**src/rtl/banked_data_memory.sv**
```systemverilog
// rtl/banked_data_memory.sv - byte-banked data memory with unaligned, wrapping loads and stores
//
// Purpose:
//   A 2^ADDR_WIDTH-byte memory split across NUM_BANKS byte-wide banks.
//   Address bits [BANK_BITS-1:0] select the bank and the upper bits select the row.
//   Each bank has its own row address, so any access whose length fits in
//   NUM_BANKS bytes finishes in a single beat, whatever its alignment.
//   Longer accesses take ceil(L/NUM_BANKS) beats.
//
// Ports:
//   clk         : clock; all state changes on the rising edge
//   reset       : asynchronous active-high reset (bank contents are kept)
//   req_valid   : a request is presented
//   req_ready   : the block can accept a request (high only in IDLE)
//   req_write   : 1 = store, 0 = load
//   req_size    : 0 byte, 1 halfword, 2 word, 3 illegal
//   req_signed  : sign-extend load data when 1, zero-extend when 0
//   req_addr    : byte address; any alignment; wraps at the top of memory
//   req_wdata   : store data, little-endian from the low byte
//   rsp_valid   : one-cycle completion pulse
//   rsp_rdata   : extended load data (0 for stores and errors), held between responses
//   rsp_error   : the completed request had an illegal size
module banked_data_memory #(
  parameter int ADDR_WIDTH = 9,
  parameter int NUM_BANKS  = 2
) (
  input  logic                  clk,
  input  logic                  reset,
  input  logic                  req_valid,
  output logic                  req_ready,
  input  logic                  req_write,
  input  logic [1:0]            req_size,
  input  logic                  req_signed,
  input  logic [ADDR_WIDTH-1:0] req_addr,
  input  logic [31:0]           req_wdata,
  output logic                  rsp_valid,
  output logic [31:0]           rsp_rdata,
  output logic                  rsp_error
);

  localparam int BANK_BITS  = $clog2(NUM_BANKS);
  localparam int BANK_DEPTH = (2 ** ADDR_WIDTH) / NUM_BANKS;
  localparam int ROW_WIDTH  = ADDR_WIDTH - BANK_BITS;

  generate
    if (NUM_BANKS != 1 && NUM_BANKS != 2 && NUM_BANKS != 4) begin : gBadNumBanks
      $error("banked_data_memory: NUM_BANKS must be 1, 2 or 4");
    end
  endgenerate

  typedef enum logic [1:0] {
    IDLE = 2'd0,
    BEAT = 2'd1,
    RESP = 2'd2
  } stateT;

  stateT      state;
  stateT      nextState;
  logic [1:0] beatCnt;
  logic [1:0] nextBeatCnt;

  // Request fields captured at acceptance; inputs are ignored afterwards.
  logic                  reqWriteQ;
  logic                  reqSignedQ;
  logic [1:0]            reqSizeQ;
  logic [ADDR_WIDTH-1:0] reqAddrQ;
  logic [31:0]           reqWdataQ;

  logic [2:0] accessLen;
  logic [2:0] beatTotal;
  logic [1:0] lastBeat;
  logic       accept;

  // Per-bank lane control for the current beat.
  logic [NUM_BANKS-1:0]                laneOn;
  logic [NUM_BANKS-1:0]                laneWe;
  logic [NUM_BANKS-1:0]                laneRd;
  logic [NUM_BANKS-1:0][2:0]           laneIdx;
  logic [NUM_BANKS-1:0][ROW_WIDTH-1:0] laneRow;
  logic [NUM_BANKS-1:0][7:0]           laneWdata;

  // Read lanes delayed by the one-cycle bank read latency.
  logic [NUM_BANKS-1:0]      laneRdQ;
  logic [NUM_BANKS-1:0][2:0] laneIdxQ;
  logic [NUM_BANKS-1:0][7:0] bankRdata;

  logic [31:0] assembly;
  logic [31:0] mergedData;
  logic [31:0] result;
  logic [31:0] rspHold;

  assign accept = req_valid && (state == IDLE);

  // Access length and beat count follow the captured size; size 3 never
  // reaches BEAT, so its length value is irrelevant.
  always_comb begin
    case (reqSizeQ)
      2'd0:    accessLen = 3'd1;
      2'd1:    accessLen = 3'd2;
      default: accessLen = 3'd4;
    endcase
    beatTotal = 3'((int'(accessLen) + NUM_BANKS - 1) / NUM_BANKS);
    lastBeat  = 2'(beatTotal - 3'd1);
  end

  // FSM: state register
  always_ff @(posedge clk or posedge reset) begin
    if (reset) begin
      state   <= IDLE;
      beatCnt <= 2'd0;
    end else begin
      state   <= nextState;
      beatCnt <= nextBeatCnt;
    end
  end

  // FSM: next state and handshake/response outputs
  always_comb begin
    nextState   = state;
    nextBeatCnt = beatCnt;
    req_ready   = 1'b0;
    rsp_valid   = 1'b0;
    rsp_error   = 1'b0;
    rsp_rdata   = rspHold;
    case (state)
      IDLE: begin
        req_ready   = 1'b1;
        nextBeatCnt = 2'd0;
        if (req_valid) begin
          nextState = (req_size == 2'd3) ? RESP : BEAT;
        end
      end
      BEAT: begin
        if (beatCnt == lastBeat) begin
          nextState   = RESP;
          nextBeatCnt = 2'd0;
        end else begin
          nextBeatCnt = beatCnt + 2'd1;
        end
      end
      RESP: begin
        rsp_valid = 1'b1;
        rsp_error = (reqSizeQ == 2'd3);
        rsp_rdata = result;
        nextState = IDLE;
      end
      default: begin
        nextState = IDLE;
      end
    endcase
  end

  // Lane mapping. In beat k, bank b holds byte i = k*NUM_BANKS + ((b - addr) mod NUM_BANKS):
  // consecutive bytes rotate across banks starting at the bank of the base address.
  // The byte is present only when i < L. Its row comes from the full wrapped byte address,
  // so a row crossing inside a beat simply gives neighbouring banks different rows.
  always_comb begin
    for (int b = 0; b < NUM_BANKS; b++) begin
      laneIdx[b]   = 3'((int'(beatCnt) * NUM_BANKS) + ((b - int'(reqAddrQ)) & (NUM_BANKS - 1)));
      laneRow[b]   = ROW_WIDTH'((reqAddrQ + ADDR_WIDTH'(laneIdx[b])) >> BANK_BITS);
      laneOn[b]    = (state == BEAT) && (laneIdx[b] < accessLen);
      laneWe[b]    = laneOn[b] && reqWriteQ;
      laneRd[b]    = laneOn[b] && !reqWriteQ;
      laneWdata[b] = reqWdataQ[8*laneIdx[b] +: 8];
    end
  end

  // Byte-wide banks with registered read data; no reset so contents survive reset.
  for (genvar b = 0; b < NUM_BANKS; b++) begin : gBank
    logic [7:0] mem [BANK_DEPTH];
    logic [7:0] rdByte;

    always_ff @(posedge clk) begin
      if (laneWe[b]) begin
        mem[laneRow[b]] <= laneWdata[b];
      end
      if (laneRd[b]) begin
        rdByte <= mem[laneRow[b]];
      end
    end

    assign bankRdata[b] = rdByte;
  end

  // Bytes returning from the previous beat are dropped into their slots. This
  // runs every cycle, so the final beat lands combinationally during RESP.
  always_comb begin
    mergedData = assembly;
    for (int b = 0; b < NUM_BANKS; b++) begin
      if (laneRdQ[b]) begin
        mergedData[8*laneIdxQ[b] +: 8] = bankRdata[b];
      end
    end
  end

  // Extension from bit 8L-1; stores and illegal requests return zero.
  always_comb begin
    result = 32'd0;
    if (!reqWriteQ) begin
      case (reqSizeQ)
        2'd0:    result = {{24{reqSignedQ & mergedData[7]}}, mergedData[7:0]};
        2'd1:    result = {{16{reqSignedQ & mergedData[15]}}, mergedData[15:0]};
        2'd2:    result = mergedData;
        default: result = 32'd0;
      endcase
    end
  end

  // Request capture, read assembly and response hold register.
  always_ff @(posedge clk or posedge reset) begin
    if (reset) begin
      reqWriteQ  <= 1'b0;
      reqSignedQ <= 1'b0;
      reqSizeQ   <= 2'd0;
      reqAddrQ   <= '0;
      reqWdataQ  <= 32'd0;
      laneRdQ    <= '0;
      laneIdxQ   <= '0;
      assembly   <= 32'd0;
      rspHold    <= 32'd0;
    end else begin
      laneRdQ  <= laneRd;
      laneIdxQ <= laneIdx;
      if (accept) begin
        reqWriteQ  <= req_write;
        reqSignedQ <= req_signed;
        reqSizeQ   <= req_size;
        reqAddrQ   <= req_addr;
        reqWdataQ  <= req_wdata;
        assembly   <= 32'd0;
      end else begin
        assembly <= mergedData;
      end
      if (state == RESP) begin
        rspHold <= result;
      end
    end
  end

endmodule

```
**config.mk**
```make
export PLATFORM = sky130hd
export DESIGN_NAME = banked_data_memory
export DESIGN_NICKNAME = d
export VERILOG_FILES = /design/src/rtl/banked_data_memory.sv
export SDC_FILE = /design/constraint.sdc
export NUM_CORES = 2
export LEC_CHECK = 0
export CAP_MARGIN = 20
export CORE_MARGIN = 2
export CORE_UTILIZATION = 55
export DETAILED_ROUTE_END_ITERATION = 6
export GPL_ROUTABILITY_DRIVEN = 0
export PLACE_DENSITY = 0.74
export SYNTH_ARGS = -nofsm -noshare
export SYNTH_HDL_FRONTEND = slang
export SYNTH_SLANG_ARGS = --single-unit
```
**constraint.sdc**
```tcl
create_clock -name clk -period 11.8 [get_ports clk]
set_input_delay 2.95 -clock clk [delete_from_list [all_inputs] [get_ports clk]]
set_output_delay 2.95 -clock clk [all_outputs]
set_load 0.02 [all_outputs]
```
==> run metrics <==
Crit path max-delay family compound AO/OA/AOI/OAI gates; effective utilization at floorplan 0.5532; initial antenna violation count 16; buffer count from post-CTS setup fixing 0; Placed Area approximately 0.17 mm2; area fraction of the dominant cell type after synthesis 0.7433; Final Core Density 0.6162; Seq cells post-synth around 4200; CP cell instances inv_1 > ha_1 > ha_1 > nor4_1 > nand4_1 > mux2i_1 > a211oi_2 > a41o_1 > a21oi_1 > o21ai_0 > clkdlybuf4s50_1; Worst Hold Depth 2; WHS roughly 0.50 ns; crit path kind reg -> out; die area slightly above 0.3 mm2; Final Setup Violations 0; Leak ~59 nW; Routed WL roughly 410000 um; share of layout cells above drive strength 1 0.2248; vias about 85000; Slew HR 0.1090; final setup TNS 0 ns; CTS root buf clkbuf_16; r2r startpoint reqAddrQ[1]$_DFFE_PP0P_; Slew @ Worst Pin 1.336 ns; CTS tree built; Avg Inst Size Synth just over 20 um2; Final Skew 0.04866 ns; CP endpoint kind output pin; Max FO, Critical Path 16; VDD IR max between 400 and 500 uV; MaxCap Viol Count 0; worst hold endpoint rspHold[3]$_DFF_PP0_; Post-route DRC 0; synth warn 0; EDFF count, synth between 4000 and 5000; setup ws final roughly 3.7 ns; total global routing overflow 0; Pwr Total ~59 mW; top post-synthesis cells by area edfxtp_1 74%, mux4_2 14%, dfrtp_1 1.8%; drt wl/cell between 30 and 40 um; Post-Syn Area 0.1661 mm2; CTS buffer count 401; Die Span X between 500 and 600 um; synth cell count leaders 4112 x edfxtp_1, 1047 x mux4_2, 722 x nand2_1, 583 x nor2_1, 253 x buf_2; status complete, no violations; worst path bufs/invs 2; sink count of the clock tree 4231; period utilization 0.6842; Final Hold Vio Count 0; dpl ws ~4.8 ns; PortBufs slightly above 80; Reg2Reg Depth 11; area delta synth->final 11.38%; HP Start rspHold[3]$_DFF_PP0_; Core ar. 0.3003 mm2; Data arrival, critical path between 5 and 6 ns; HPWL Detailed between 200000 and 250000 um; Most Frequent Cell on Critical Path ha_1; number of I/O pins 83; Final Max Slew Viols 0; Iter 0 DRT Violations 13080; Critical-path top delay cell clkdlybuf4s50_1; first-pass GRT wire length slightly below 600000 um; post-synthesis async set-or-reset flop share 0.02813; min Tclk post-route ~8.1 ns; antenna viol nets, final 0; Post-Syn Nets 8309; largest stage delay on the critical path 0.68 ns; DR pass1 iterations 6; largest net degree at the start of global routing approximately 230; HP Class reg -> reg; CTS resizes 0; Final Cell Area 0.1850 mm2; Clock Latency Late Sink 0.92 ns; fin nets approximately 8500; reg2reg end gBank[1].rdByte[4]$_DFFE_PP_; vias per cell ~6.6; vias in the first global route roughly 84000; Tot GR Track Use 0.2673; cts hold-fix bufs 0; Chip Height approximately 550 um; Max Clock Freq between 100 and 150 MHz; PD cells 321.0 mW/mm2; CP Launch Type flop; sequential-to-total area share from yosys stat 0.7612; Post-Synthesis Cells a little over 8000; H-tree depth 5; clk buf depth 4; reg2reg setup slack about 5.5 ns; num rows 201; main flop type after synthesis edfxtp_1; Synth area leader edfxtp_1; WP data required slightly below 9 ns; Final Non-Filler Cells 12750; RSZ-0062 raised after global routing no; Reg clk slew, reported paths ~0.060 ns; top-count cell post-synth edfxtp_1; post-synthesis cell type count 89; DP Cell Count ~12000
## worst reg2reg max path: stages (launching register included)
cell and delay (ns):
dfrtp_1 0.43, ha_4 0.80, buf_4 0.77, buf_4 0.58, buf_12 0.52, mux4_2 0.72, mux2i_1 0.34, mux2i_1 0.17
a32oi_1 0.39, nor2_1 0.12, a211oi_1 0.66, or4b_1 0.52
## routing by layer
layer  vias to the layer above  GRT usage  routed length [um]
met5                         -          0                  77
met4                        12    0.07448               12120
met3                       739    0.07112               53420
met2                      5533     0.4079              192100
met1                     44260     0.3853              153300
li1                      34060          -                   -
## layout by cell type, fill, tap and decap left out, drive strengths merged, types with 54 or more instances in the layout
cell and n:
dfrtp 119, o21ai 83, nand3 70, a21oi 157, clkinv 170, clkdlybuf4s50 82
mux4 1047, nand2 722, edfxtp 4112, clkbuf 483, buf 220, mux2i 208
and3 54, a211oi 66, nor2b 91, o22ai 74, nor2 585
## area by class of cell
class	instances	area, um2
tap	3958	4952
fill	19920	115300
sequential	4231	126500
antenna	6	15.01
timing repair buffer	303	2969
inverter	17	66.31
clock inverter	249	2605
clock buffer	482	10530
multi-input combinational	3508	37430
## kinds of logic (layout without fill, tap and decap cells)
logic type,Yosys count,count (layout),synth area share
AO/OA/AOI/OAI,569,569,0.02322
XOR/XNOR,11,11,0.0006704
adder cells (fa/ha/maj),11,11,0.0009189
buffers and inverters,511,1051,0.01567
flip-flops,4231,4231,0.7612
multiplexers,1297,1297,0.1573
other,0,6,0
AND/OR/NAND/NOR,1620,1620,0.04095
## where the power goes
part	leakage [nW]	internal, mW	switching [mW]
registers	38.6	21.1	0.248
logic	13.6	9.05	16.0
clock network	6.40	7.44	5.52
## worst max-delay path by stage
| stage | end | start | slack, ns | cells after the start |
|---|---|---|---|---|
| finish | rsp_rdata[16] | laneIdxQ[0]$_DFF_PP0_ | 3.73 | 11 |
| global placement | rsp_rdata[31] | laneIdxQ[0]$_DFF_PP0_ | 4.89 | 11 |
| CTS | rsp_rdata[16] | laneIdxQ[0]$_DFF_PP0_ | 3.78 | 11 |
| floorplan | gBank[0].mem[0][7]$_DFFE_PP_ | beatCnt[0]$_DFFE_PP0P_ | 2.56 | 4 |
| global route | rsp_rdata[16] | laneIdxQ[0]$_DFF_PP0_ | 3.48 | 11 |
| detailed placement | rsp_rdata[31] | laneIdxQ[0]$_DFF_PP0_ | 4.75 | 11 |
## state kept, by name, summed over array words and instances, names as in the netlist
name          flops
assembly         32
beatCnt           2
gBank.mem      4096
gBank.rdByte     16
laneIdxQ          4
laneRdQ           2
reqAddrQ          9
reqSignedQ        1
reqSizeQ          2
reqWdataQ        32
reqWriteQ         1
rspHold          32
state             2
No activity file was read; power rests on OpenSTA's default activity.
